$ cat config.mk
export PLATFORM = sky130hd
export DESIGN_NAME = key_loader
export DESIGN_NICKNAME = d
export VERILOG_FILES = /design/src/rtl/key_pkg.sv /design/src/rtl/key_shift_reg.sv /design/src/rtl/key_loader.sv
export SDC_FILE = /design/constraint.sdc
export NUM_CORES = 1
export LEC_CHECK = 0
export CELL_PAD_IN_SITES_DETAIL_PLACEMENT = 0
export CELL_PAD_IN_SITES_GLOBAL_PLACEMENT = 1
export CORE_MARGIN = 2
export CORE_UTILIZATION = 45
export CTS_CLUSTER_DIAMETER = 100
export DETAILED_ROUTE_END_ITERATION = 6
export GPL_TIMING_DRIVEN = 1
export HOLD_SLACK_MARGIN = 0.12
export MAX_ROUTING_LAYER = met4
export PLACE_DENSITY_LB_ADDON = 0.1
export SYNTH_ARGS = -nofsm -noshare
export SYNTH_HDL_FRONTEND = slang
export SYNTH_HIERARCHICAL = 1
export SYNTH_SLANG_ARGS = --single-unit
$ cat constraint.sdc
create_clock -name clk -period 2.64 [get_ports clk]
set_clock_uncertainty 0.15 [all_clocks]
set_input_delay 0.792 -clock clk [delete_from_list [all_inputs] [get_ports clk]]
set_output_delay 0.792 -clock clk [all_outputs]
set_load 0.05 [all_outputs]
$ cat src/rtl/key_pkg.sv
// Shared types and constants for the c432 key loader.
package key_pkg;

    localparam int unsigned KEY_WIDTH_DEF = 10;

    // Correct unlock key for the locked c432 netlist (bits 0 and 1 set).
    localparam logic [9:0] C432_KEY = 10'b0000000011;

    typedef enum logic [1:0] {
        IDLE  = 2'd0,
        SHIFT = 2'd1,
        DONE  = 2'd2,
        ERR   = 2'd3
    } state_t;

endpackage

$ cat src/rtl/key_shift_reg.sv
// Serial-to-parallel key capture: LSB-first shift register, beat counter and running parity.
module key_shift_reg
    import key_pkg::*;
#(
    parameter int unsigned KEY_WIDTH = KEY_WIDTH_DEF,
    parameter int unsigned CNT_W     = $clog2(KEY_WIDTH + 1)
) (
    input  logic                 clk,
    input  logic                 rst_n,
    input  logic                 clr,
    input  logic                 shift_en,
    input  logic                 sdata,
    output logic [KEY_WIDTH-1:0] data,
    output logic [CNT_W-1:0]     count,
    output logic                 parity
);

    // Bit lands at the position given by the count of bits already captured.
    always_ff @(posedge clk or negedge rst_n) begin
        if (!rst_n) begin
            data   <= '0;
            count  <= '0;
            parity <= 1'b0;
        end else if (clr) begin
            data   <= '0;
            count  <= '0;
            parity <= 1'b0;
        end else if (shift_en) begin
            for (int unsigned i = 0; i < KEY_WIDTH; i++) begin
                if (count == CNT_W'(i)) begin
                    data[i] <= sdata;
                end
            end
            count  <= count + CNT_W'(1);
            parity <= parity ^ sdata;
        end
    end

endmodule

$ cat src/rtl/key_loader.sv
// Loads the c432 unlock key over a serial valid/ready stream, checks even parity and
// commits it to the key gates; key_out stays zero until a good key is committed.
module key_loader
    import key_pkg::*;
#(
    parameter int unsigned KEY_WIDTH = KEY_WIDTH_DEF,
    parameter int unsigned TIMEOUT   = 255,
    parameter bit          LOCK_ONCE = 1'b1
) (
    input  logic                 clk,
    input  logic                 rst_n,
    input  logic                 load_start,
    input  logic                 key_sdata,
    input  logic                 key_svalid,
    output logic                 key_sready,
    output logic [KEY_WIDTH-1:0] key_out,
    output logic                 key_valid,
    output logic                 busy,
    output logic                 key_err
);

    localparam int unsigned CNT_W = $clog2(KEY_WIDTH + 1);
    localparam int unsigned TO_W  = $clog2(TIMEOUT + 1);

    state_t               state, state_nxt;
    logic [TO_W-1:0]      tcnt, tcnt_nxt;
    logic [KEY_WIDTH-1:0] key_nxt;
    logic                 valid_nxt;
    logic                 err_nxt;
    logic                 clr_c;
    logic                 bit_en_c;
    logic                 full_c;

    logic [KEY_WIDTH-1:0] sr_data;
    logic [CNT_W-1:0]     sr_count;
    logic                 sr_parity;

    key_shift_reg #(
        .KEY_WIDTH (KEY_WIDTH),
        .CNT_W     (CNT_W)
    ) u_shift (
        .clk      (clk),
        .rst_n    (rst_n),
        .clr      (clr_c),
        .shift_en (bit_en_c),
        .sdata    (key_sdata),
        .data     (sr_data),
        .count    (sr_count),
        .parity   (sr_parity)
    );

    assign full_c     = (sr_count == CNT_W'(KEY_WIDTH));
    assign key_sready = (state == SHIFT);
    assign busy       = (state == SHIFT);

    always_ff @(posedge clk or negedge rst_n) begin
        if (!rst_n) begin
            state     <= IDLE;
            tcnt      <= '0;
            key_out   <= '0;
            key_valid <= 1'b0;
            key_err   <= 1'b0;
        end else begin
            state     <= state_nxt;
            tcnt      <= tcnt_nxt;
            key_out   <= key_nxt;
            key_valid <= valid_nxt;
            key_err   <= err_nxt;
        end
    end

    always_comb begin
        state_nxt = state;
        tcnt_nxt  = tcnt;
        key_nxt   = key_out;
        valid_nxt = key_valid;
        err_nxt   = key_err;
        clr_c     = 1'b0;
        bit_en_c  = 1'b0;

        case (state)
            IDLE, ERR: begin
                if (load_start) begin
                    state_nxt = SHIFT;
                    tcnt_nxt  = '0;
                    err_nxt   = 1'b0;
                    clr_c     = 1'b1;
                end
            end
            DONE: begin
                if (load_start && !LOCK_ONCE) begin
                    state_nxt = SHIFT;
                    tcnt_nxt  = '0;
                    err_nxt   = 1'b0;
                    key_nxt   = '0;
                    valid_nxt = 1'b0;
                    clr_c     = 1'b1;
                end
            end
            SHIFT: begin
                // A restart discards any bit offered in the same cycle.
                if (load_start) begin
                    tcnt_nxt = '0;
                    clr_c    = 1'b1;
                end else if (key_svalid) begin
                    tcnt_nxt = '0;
                    if (full_c) begin
                        if (sr_parity ^ key_sdata) begin
                            state_nxt = ERR;
                            err_nxt   = 1'b1;
                            key_nxt   = '0;
                            valid_nxt = 1'b0;
                        end else begin
                            state_nxt = DONE;
                            key_nxt   = sr_data;
                            valid_nxt = 1'b1;
                        end
                    end else begin
                        bit_en_c = 1'b1;
                    end
                end else if (tcnt == TO_W'(TIMEOUT - 1)) begin
                    tcnt_nxt  = TO_W'(TIMEOUT);
                    state_nxt = ERR;
                    err_nxt   = 1'b1;
                    key_nxt   = '0;
                    valid_nxt = 1'b0;
                end else begin
                    tcnt_nxt = tcnt + TO_W'(1);
                end
            end
            default: begin
                state_nxt = IDLE;
            end
        endcase
    end

endmodule
==> results.json <==
{
  "startpoint_type": "register",
  "grt_overflow_total": 0,
  "fp.dieW_um": 71.5,
  "slew_headroom_pct": 66.8,
  "crit_arrival_ns": 1.45,
  "rsz0062_at_grt": "no",
  "cp.depth": 1,
  "r2r_start": "tcnt[0]",
  "worstSkewPairLatency_ns": 0.29,
  "clkTransAtPathRegs_ns": 0.07,
  "ant_nets": 0,
  "drt_iter0_drc": 64,
  "grt_max_degree": 38,
  "synth_edf_count": 0,
  "drv_cap": 0,
  "pwr_density_cell_nw_per_um2": 445,
  "syn_avg_cell_area_um2": 10.7,
  "tritoncts": "built",
  "cpPeakStageDelay_ns": 0.80,
  "clock_sinks": 37,
  "setup_violations": 0,
  "grt_first_pass_wirelength_um": 7180,
  "critPathKind": "reg2out",
  "initial_core_util_pct": 46.7,
  "timing.rr.end": "key_valid",
  "cp-end-kind": "output port",
  "cp-startpoint": "key_err",
  "io_buffers": 18,
  "finalHoldViolCount": 0,
  "totalWireLength_um": 3990,
  "worst-path-max-fanout": 3,
  "power.internal_uw": 814,
  "ir_drop_v": 0.000220,
  "syn_inst": 192,
  "fmaxAchievable_mhz": 418,
  "fin_nets": 229,
  "antenna_cells": 0,
  "synth.distinct_cells": 46,
  "synth-main-ff-cell": "dfrtp_1",
  "crit_required_ns": 1.70,
  "crit_family": "buffers and inverters",
  "synthArstFlopShare_pct": 100,
  "num_vias": 1480,
  "cts_made_buffers": 5,
  "p_switching_uw": 244,
  "slew_viol_final": 0,
  "min_period_ns": 2.39,
  "setup_tns_ns": 0,
  "die-area_um2": 5110,
  "wire_per_inst_um": 14.9,
  "ys_ff_latch": 37,
  "drive_gt1_share_pct": 19.4,
  "root_buffer": "clkbuf_8",
  "cts_hold_buffers": 0,
  "power_uw": 1060,
  "synth-seq-area-share_pct": 45.2,
  "cts_resized": 0,
  "hp-class": "reg2reg",
  "drc_errors": 0,
  "cp-endpoint": "key_err",
  "crit_buf_inv": 1,
  "reg2reg_depth": 6,
  "combPwrFrac_pct": 7.7,
  "cts_setup_buffers": 0,
  "path_cells": "clkdlybuf4s50_1",
  "rrSetupSlack_ns": 0.64,
  "p_seq_share_pct": 54.7,
  "syn-cell-area_um2": 2050,
  "p_leak_uw": 0.00108,
  "dp_hpwl_um": 2870,
  "core_area_um2": 4380,
  "p_clk_share_pct": 37.5,
  "antenna_found_initial": 0,
  "crit_path_top_delay_cell": "clkdlybuf4s50_1",
  "vias_per_cell": 5.52,
  "gp_congestion": 0.810,
  "die_h_um": 71.5,
  "core.rowCount": 24,
  "grt_pass1_vias": 1503,
  "status": "finished clean",
  "cts_buffer_depth": 2,
  "cts-htree-levels": 2,
  "worstMarginPinSlew_ns": 0.497,
  "area_growth_pct": 16.1,
  "grtUsageTotal_pct": 18.4,
  "finalCritPeriodShare_pct": 90.5,
  "yosysWarningCount": 6,
  "syn-num-nets": 205,
  "switching_share_pct": 23.1,
  "firstDrtPassIters": 4,
  "io_pins": 19
}
area by class of cell:
class	count	area, um^2
inverters	6	22.5
fillers	372	2010
clock buffers	7	86.3
multi-input cells	137	1020
repair buffers	29	258
well taps	52	65.1
flip-flops and latches	37	926
flip-flops by register name (all words and copies together) (netlist names):
| name | cells |
|---|---|
| state | 2 |
| key_valid | 1 |
| key_err | 1 |
| u_shift/parity | 1 |
| tcnt | 8 |
| key_out | 10 |
| u_shift/data | 10 |
| u_shift/count | 4 |
per-layer routing:
metal / vias up / track usage (%) / wire, um
met3: 4 / 4.50 / 140
li1: 741 / - / -
met4: 0 / 6.92 / 45
met1: 705 / 24.9 / 2040
met2: 30 / 26.9 / 1760
met5: - / - / 0
power groups by stage:
stage / registers, uW / logic (uW) / clock network, uW
2_1_floorplan: 588 / 48.4 / 0
3_5_place_dp: 590 / 83.5 / 0
6_report: 579 / 81.8 / 397
3_3_place_gp: 590 / 81.6 / 0
4_1_cts: 579 / 83.9 / 417
5_1_grt: 580 / 92.5 / 437
synthesized netlist by cell type (2+ instances only):
library cell | number | area [um^2]
ha_1 | 8 | 100
nand4b_1 | 7 | 61.3
and3_1 | 4 | 25.0
nor2_1 | 4 | 15.0
buf_4 | 2 | 15.0
nand2b_1 | 11 | 68.8
mux2_4 | 2 | 30.0
dfrtp_1 | 37 | 926
a21oi_1 | 10 | 50.1
nand4_1 | 2 | 12.5
nand2b_2 | 2 | 17.5
a31o_2 | 3 | 26.3
buf_2 | 3 | 15.0
a211o_1 | 2 | 17.5
xnor2_1 | 2 | 17.5
clkbuf_1 | 4 | 15.0
a21bo_2 | 2 | 20.0
buf_6 | 3 | 33.8
mux2i_1 | 11 | 110
o21ai_1 | 11 | 55.1
nand3b_1 | 2 | 15.0
inv_1 | 6 | 22.5
nand2_1 | 17 | 63.8
and4bb_2 | 5 | 62.6
o21ai_0 | 11 | 55.1
cell usage in the layout, fill, tap and decap left out, drive strengths merged, types with 4 or more instances in the layout:
cell type      Yosys  final
buf                8     13
nor2               4      4
o21ai             22     22
and4bb             5      5
nand2b            13     13
clkdlybuf4s50      0     16
nand4b             7      7
ha                 8      8
dfrtp             37     37
nand2             17     17
clkbuf             4      7
a21oi             10     10
inv                6      6
and3               4      4
mux2i             11     11
logic make-up after synthesis:
| logic type | count (synthesis) | share of synthesized area (%) |
|---|---|---|
| AO/OA/AOI/OAI | 50 | 16.6 |
| XOR/XNOR | 2 | 0.855 |
| adder cells (fa/ha/maj) | 8 | 4.89 |
| buffers and inverters | 18 | 4.95 |
| flip-flops | 37 | 45.2 |
| multiplexers | 14 | 7.39 |
| AND/OR/NAND/NOR | 63 | 20.1 |
how the worst min path moves through the flow:
stage,from,endpoint,slack (ns),cells past startpoint
4_1_cts,key_out[6],key_out[6],0.37,2
3_3_place_gp,key_err,key_err,0.34,1
2_1_floorplan,state[1],state[1],0.34,1
3_5_place_dp,key_valid,key_valid,0.35,1
5_1_grt,key_valid,key_valid,0.38,1
6_report,key_out[6],key_out[6],0.36,2
metrics by stage:
| stage | hold WS (ns) | area [um^2] | utilization (%) | cells | setup slack (ns) |
|---|---|---|---|---|---|
| floorplan | 0.338 | 2050 | - | 192 | 0.114 |
| finish | 0.359 | 2380 | 54.3 | 268 | 0.250 |
| detailed placement | 0.351 | 2290 | 52.3 | 261 | 0.0799 |
| global route | 0.379 | 2380 | 54.3 | 268 | 0.195 |
| global placement | 0.342 | 2290 | 52.3 | 261 | 0.0919 |
| CTS | 0.366 | 2380 | 54.3 | 268 | 0.227 |
Note: power is estimated with default switching activity, not from simulation.
